$ cat src/rtl/float_mult_pipe.sv
// Pipelined floating-point multiplier: round-to-nearest-even, special-case handling, valid/ready flow control.
// Operand register, then classify/multiply, normalise, and round/pack stages; one global advance enable.
module float_mult_pipe #(
    parameter int EXP_W = 8,
    parameter int MAN_W = 23
) (
    input  logic                 clk,
    input  logic                 reset_n,
    input  logic                 in_valid,
    output logic                 in_ready,
    input  logic [EXP_W+MAN_W:0] x,
    input  logic [EXP_W+MAN_W:0] y,
    output logic                 out_valid,
    input  logic                 out_ready,
    output logic [EXP_W+MAN_W:0] result,
    output logic                 zero,
    output logic                 underflow,
    output logic                 overflow,
    output logic                 nan
);
    localparam int W  = 1 + EXP_W + MAN_W;
    localparam int PW = 2 * MAN_W + 2;
    localparam int EW = EXP_W + 2;
    localparam logic signed [EW-1:0] BIAS   = EW'((32'sd1 <<< (EXP_W - 1)) - 32'sd1);
    localparam logic signed [EW-1:0] E_MAX  = EW'((32'sd1 <<< EXP_W) - 32'sd1);
    localparam logic signed [EW-1:0] E_ONE  = EW'(32'sd1);
    localparam logic signed [EW-1:0] E_ZERO = EW'(32'sd0);

    logic                 en_s;
    logic                 v0_r, v1_r, v2_r;
    logic [W-1:0]         x_r, y_r;
    logic [EXP_W-1:0]     ex_s, ey_s;
    logic [MAN_W-1:0]     fx_s, fy_s;
    logic                 x_zero_s, x_inf_s, x_nan_s, y_zero_s, y_inf_s, y_nan_s;
    logic                 sign1_r, nan1_r, inf1_r, zero1_r;
    logic signed [EW-1:0] esum1_r;
    logic [PW-1:0]        prod1_r;
    logic signed [EW-1:0] e2_s, e2_r;
    logic [MAN_W-1:0]     frac2_s, frac2_r;
    logic                 guard2_s, sticky2_s, guard2_r, sticky2_r;
    logic                 sign2_r, nan2_r, inf2_r, zero2_r;
    logic                 round_up_s;
    logic [MAN_W:0]       frac_sum_s;
    logic signed [EW-1:0] e3_s;
    logic [W-1:0]         result_s;
    logic                 zero_s, underflow_s, overflow_s, nan_s;

    // A stalled output freezes every stage, so in_ready is the shared advance enable.
    assign en_s     = !out_valid || out_ready;
    assign in_ready = en_s;

    assign ex_s     = x_r[W-2:MAN_W];
    assign ey_s     = y_r[W-2:MAN_W];
    assign fx_s     = x_r[MAN_W-1:0];
    assign fy_s     = y_r[MAN_W-1:0];
    assign x_zero_s = (ex_s == {EXP_W{1'b0}});
    assign y_zero_s = (ey_s == {EXP_W{1'b0}});
    assign x_inf_s  = (ex_s == {EXP_W{1'b1}}) && (fx_s == {MAN_W{1'b0}});
    assign y_inf_s  = (ey_s == {EXP_W{1'b1}}) && (fy_s == {MAN_W{1'b0}});
    assign x_nan_s  = (ex_s == {EXP_W{1'b1}}) && (fx_s != {MAN_W{1'b0}});
    assign y_nan_s  = (ey_s == {EXP_W{1'b1}}) && (fy_s != {MAN_W{1'b0}});

    // Operand capture register.
    always_ff @(posedge clk or negedge reset_n) begin
        if (!reset_n) begin
            v0_r <= 1'b0;
            x_r  <= {W{1'b0}};
            y_r  <= {W{1'b0}};
        end else if (en_s) begin
            v0_r <= in_valid;
            x_r  <= x;
            y_r  <= y;
        end
    end

    // Classify operands, sum exponents and multiply significands (denormals flushed to zero).
    always_ff @(posedge clk or negedge reset_n) begin
        if (!reset_n) begin
            v1_r    <= 1'b0;
            sign1_r <= 1'b0;
            nan1_r  <= 1'b0;
            inf1_r  <= 1'b0;
            zero1_r <= 1'b0;
            esum1_r <= E_ZERO;
            prod1_r <= {PW{1'b0}};
        end else if (en_s) begin
            v1_r    <= v0_r;
            sign1_r <= x_r[W-1] ^ y_r[W-1];
            nan1_r  <= x_nan_s | y_nan_s | (x_inf_s & y_zero_s) | (x_zero_s & y_inf_s);
            inf1_r  <= x_inf_s | y_inf_s;
            zero1_r <= x_zero_s | y_zero_s;
            esum1_r <= $signed({2'b00, ex_s}) + $signed({2'b00, ey_s});
            prod1_r <= PW'({1'b1, fx_s}) * PW'({1'b1, fy_s});
        end
    end

    // Normalise: the significand product lies in [1,4), so at most one right shift is needed.
    always_comb begin
        frac2_s   = {MAN_W{1'b0}};
        guard2_s  = 1'b0;
        sticky2_s = 1'b0;
        e2_s      = esum1_r - BIAS;
        if (prod1_r[PW-1]) begin
            frac2_s   = prod1_r[PW-2 -: MAN_W];
            guard2_s  = prod1_r[PW-2-MAN_W];
            sticky2_s = |prod1_r[PW-3-MAN_W:0];
            e2_s      = esum1_r - BIAS + E_ONE;
        end else begin
            frac2_s   = prod1_r[PW-3 -: MAN_W];
            guard2_s  = prod1_r[PW-3-MAN_W];
            sticky2_s = |prod1_r[PW-4-MAN_W:0];
            e2_s      = esum1_r - BIAS;
        end
    end

    // Normalised-stage register.
    always_ff @(posedge clk or negedge reset_n) begin
        if (!reset_n) begin
            v2_r      <= 1'b0;
            sign2_r   <= 1'b0;
            nan2_r    <= 1'b0;
            inf2_r    <= 1'b0;
            zero2_r   <= 1'b0;
            e2_r      <= E_ZERO;
            frac2_r   <= {MAN_W{1'b0}};
            guard2_r  <= 1'b0;
            sticky2_r <= 1'b0;
        end else if (en_s) begin
            v2_r      <= v1_r;
            sign2_r   <= sign1_r;
            nan2_r    <= nan1_r;
            inf2_r    <= inf1_r;
            zero2_r   <= zero1_r;
            e2_r      <= e2_s;
            frac2_r   <= frac2_s;
            guard2_r  <= guard2_s;
            sticky2_r <= sticky2_s;
        end
    end

    // Round to nearest even, then pack with special cases taking priority over range checks.
    always_comb begin
        round_up_s  = guard2_r & (sticky2_r | frac2_r[0]);
        frac_sum_s  = {1'b0, frac2_r} + {{MAN_W{1'b0}}, round_up_s};
        e3_s        = frac_sum_s[MAN_W] ? (e2_r + E_ONE) : e2_r;
        zero_s      = 1'b0;
        underflow_s = 1'b0;
        overflow_s  = 1'b0;
        nan_s       = 1'b0;
        if (nan2_r) begin
            result_s = {1'b0, {EXP_W{1'b1}}, 1'b1, {(MAN_W-1){1'b0}}};
            nan_s    = 1'b1;
        end else if (inf2_r) begin
            result_s = {sign2_r, {EXP_W{1'b1}}, {MAN_W{1'b0}}};
        end else if (zero2_r) begin
            result_s = {sign2_r, {(W-1){1'b0}}};
            zero_s   = 1'b1;
        end else if (e3_s >= E_MAX) begin
            result_s   = {sign2_r, {EXP_W{1'b1}}, {MAN_W{1'b0}}};
            overflow_s = 1'b1;
        end else if (e3_s <= E_ZERO) begin
            result_s    = {sign2_r, {(W-1){1'b0}}};
            underflow_s = 1'b1;
            zero_s      = 1'b1;
        end else begin
            result_s = {sign2_r, e3_s[EXP_W-1:0], frac_sum_s[MAN_W-1:0]};
        end
    end

    // Output register: result and flags stay stable while the consumer stalls.
    always_ff @(posedge clk or negedge reset_n) begin
        if (!reset_n) begin
            out_valid <= 1'b0;
            result    <= {W{1'b0}};
            zero      <= 1'b0;
            underflow <= 1'b0;
            overflow  <= 1'b0;
            nan       <= 1'b0;
        end else if (en_s) begin
            out_valid <= v2_r;
            result    <= result_s;
            zero      <= zero_s;
            underflow <= underflow_s;
            overflow  <= overflow_s;
            nan       <= nan_s;
        end
    end
endmodule

$ cat config.mk
export PLATFORM = sky130hd
export DESIGN_NAME = float_mult_pipe
export DESIGN_NICKNAME = d
export VERILOG_FILES = /design/src/rtl/float_mult_pipe.sv
export SDC_FILE = /design/constraint.sdc
export NUM_CORES = 2
export LEC_CHECK = 0
export CORE_MARGIN = 4
export CORE_UTILIZATION = 24
export DETAILED_ROUTE_END_ITERATION = 8
export GPL_TIMING_DRIVEN = 0
export PLACE_DENSITY = 0.35
export SLEW_MARGIN = 25
export SYNTH_ARGS = -nofsm -noshare
export SYNTH_HDL_FRONTEND = slang
export SYNTH_SLANG_ARGS = --single-unit
$ cat constraint.sdc
create_clock -name clk -period 8 [get_ports clk]
set_clock_uncertainty 0.05 [all_clocks]
set_input_delay 1.2 -clock clk [delete_from_list [all_inputs] [get_ports clk]]
set_output_delay 1.2 -clock clk [all_outputs]
set_load 0.05 [all_outputs]
==> metrics <==
peak per-stage delay on the critical path=about 0.62 ns; Worst-Margin Slew=~1.0 ns; Primary FF master, synth=dfrtp_1; P&R area growth vs syn=15.06%; drt first pass iters=6; max-cap violations=0; Slowest-stage cell, CP=fa_1; filler cell count=approximately 13000; register area=between 5000 and 6000 um^2; Ys Warns=0; Seq cells post-synth=approximately 200; final setup violation count=0; die area=around 120000 um^2; Post-synth EDFFs=0; Yosys top cell by area=fa_1; Final GP Congestion=0.8423; Hold Vio Cnt, Final=0; CTS tree=yes; CP arrival=8.23 ns; vias per cell=approximately 4.5; CP Max Fanout=10; total CTS buffers=29; post-DR wirelength/cell=between 20 and 25 um; setup repair after global routing missed its margin=false; Simple-Gate Fraction of Synth Area=18.17%; clock transition at the registers of the reported paths=0.07 ns; average size of a mapped cell=8.916 um^2; CTS root buf=clkbuf_16; ys async rst share=100.0%; largest family of logic cells by synthesized area=adder cells; largest net degree at the start of global routing=between 60 and 70; Worst-Skew Late Latency=a little over 0.6 ns; Post-Synth XOR/XNOR Area=under 10%; die height=roughly 350 um; part of the Yosys area used for sequential elements=18.06%; clock buffer depth=3; first-pass GRT wire length=~170000 um; DRC violations left=0; CP Capture Type=flop; vias in the first global route=approximately 24000; Hold Path Class=reg -> reg; mux contribution to synthesized area=less than 1%; synthesized area=28270 um^2; cell family with most CP delay=adder cells; Final ANT Viol Nets=0; Final Critical Period=roughly 8 ns; syn nets=3909; top post-synthesis cells by count=inv_1, nand2_1, fa_1; Slew HR=between 30% and 40%; area share of fa/ha/maj cells after synthesis=42.48%; Multi-input gate area=between 20000 and 25000 um^2; die span in x=351.2 um; Synth top area share=34.20%; Critical path buffers and inverters=7; port buffer count=105; Final Core Density=27.92%; GRT Util Overall=19.14%; fmax=between 100 and 150 MHz; GRT overflow=0; final WL=117100 um; Initial Utilization=between 20% and 30%; unique cell type count in the Yosys netlist=73; row count=~130; status=completed; DR vias=21910; compound-gate portion of the synthesized area=about 7%; worst-path cell chain=clkbuf_4 > buf_2 > nand2_1 > fa_1 > inv_1 > fa_1 > inv_1 > fa_1 > fa_1 > inv_1 > fa_1 > fa_1 > inv_1 > fa_1 > inv_1 > ha_1 > and3_1 > nand2_1 > or3_1 > o32a_1 > a21boi_1 > a41oi_1 > xnor2_1 > a21oi_1; dpl hpwl=94170 um; CP required=8.41 ns; CP Launch Type=flop; # H-tree levels=1; Nets=roughly 4000; most used cell along the critical path=fa_1; most numerous cell in the Yosys netlist=inv_1; initial antenna violation count=10; WS Path Type=reg -> reg; synth top area cells=fa_1, dfrtp_1, ha_1; layout cells sized above 1=approximately 6.8%; core region area=116500 um^2; DR iter-0 viols=around 1400; I/O pin count=106; Mapped Cells=around 3200; Worst Hold Slack=roughly 0.42 ns; max-slew violation count=0; Final period util=a little over nine tenths; total clock sinks=between 200 and 250
-- layout by cell type, fill, tap and decap left out, types with 7 or more instances in the layout --
master,n
a31oi_1,15
o21a_1,7
xor2_1,46
and3_1,17
nand2_1,578
a21oi_1,91
buf_2,10
nand4_1,22
mux2i_1,26
dfrtp_1,177
dfrtp_2,27
clkbuf_4,17
buf_4,13
nor3_1,13
o31ai_1,7
clkbuf_2,53
inv_1,603
buf_1,7
xnor2_1,49
o21ai_0,83
clkbuf_16,29
nor4_1,20
fa_1,483
and2_1,241
o21ai_2,22
clkinv_2,7
clkbuf_1,67
nand3_1,28
ha_1,187
nor2_1,133
a21o_1,29
clkdlybuf4s50_1,104
-- metrics by stage --
step	setup slack [ns]	std cells	TNS (ns)	area (um^2)
CTS	0.005988	4848	0	32350
finish	0.1734	4858	0	32530
global route	0.002942	4855	0	32520
global placement	-4.925	4800	-1008.81	31230
detailed placement	-0.8787	4803	-11.09	31330
floorplan	1.333	3171	0	28270
-- repair_timing --
action / 4_1_cts / 5_1_grt
endpoints found under the setup margin: 22 / 16
buffers inserted: 0 / 8
hold buffers: 0 / 0
resized for setup: 76 / 103
-- routing by layer --
metal | global-route usage (%) | share of wire [%] | vias up
met5 | 0 | 0.014 | -
met4 | 5.498 | 3.1 | 2
met3 | 2.436 | 4.9 | 129
met2 | 30.12 | 45 | 489
met1 | 27.56 | 47 | 11360
li1 | - | - | 9927
-- worst reg2reg max path, delay by kind of cell (launching register included) --
family,cells,cell delay [ns]
and+or+nand+nor,4,0.93
adders and majority gates,8,4.03
buffers and inverters,7,1.02
AOI/OAI and AO/OA,4,0.92
xor gates and xnor gates,1,0.25
DFF,1,0.46
-- flip-flops by register name, indices dropped and copies added (netlist names), 9 cells and up --
signal and cells:
prod1_r 48, result 32, x_r 32, y_r 32
frac2_r 23, e2_r 10, esum1_r 9
-- cell families after synthesis --
group	count (synthesis)
flops	204
buf+inv	772
simple gates	1092
compound gates	311
xor+xnor	95
mux	27
fa+ha+maj	670
-- layout make-up --
| class | count | share of cell area, % |
|---|---|---|
| Clock buffer | 41 | 2.523 |
| Timing Repair Buffer | 116 | 3.723 |
| Sequential cell | 204 | 15.80 |
| Multi-Input combinational cell | 2195 | 62.21 |
| Antenna cell | 3 | 0.02308 |
| Tap cell | 1524 | 5.862 |
| Buffer | 155 | 2.396 |
| Clock inverter | 10 | 0.3846 |
| Inverter | 610 | 7.085 |
-- worst paths after layout --
| kind | startpoint | to | slack (ns) | cells after the start |
|---|---|---|---|---|
| worst min register to register | prod1_r[3] | prod1_r[3] | 0.42 | 2 |
| worst max-delay path | y_r[5] | prod1_r[33] | 0.17 | 24 |
| worst min-delay path | prod1_r[3] | prod1_r[3] | 0.42 | 2 |
| min in group asynchronous | reset_n | frac2_r[17] | 0.46 | 1 |
| max in group asynchronous | reset_n | prod1_r[5] | 6.48 | 3 |
| worst max register to register | y_r[5] | prod1_r[33] | 0.17 | 24 |
Power is left out: the tool's default activity adds up to more than one toggle a clock period on the data nets, which glitch-free logic cannot reach.
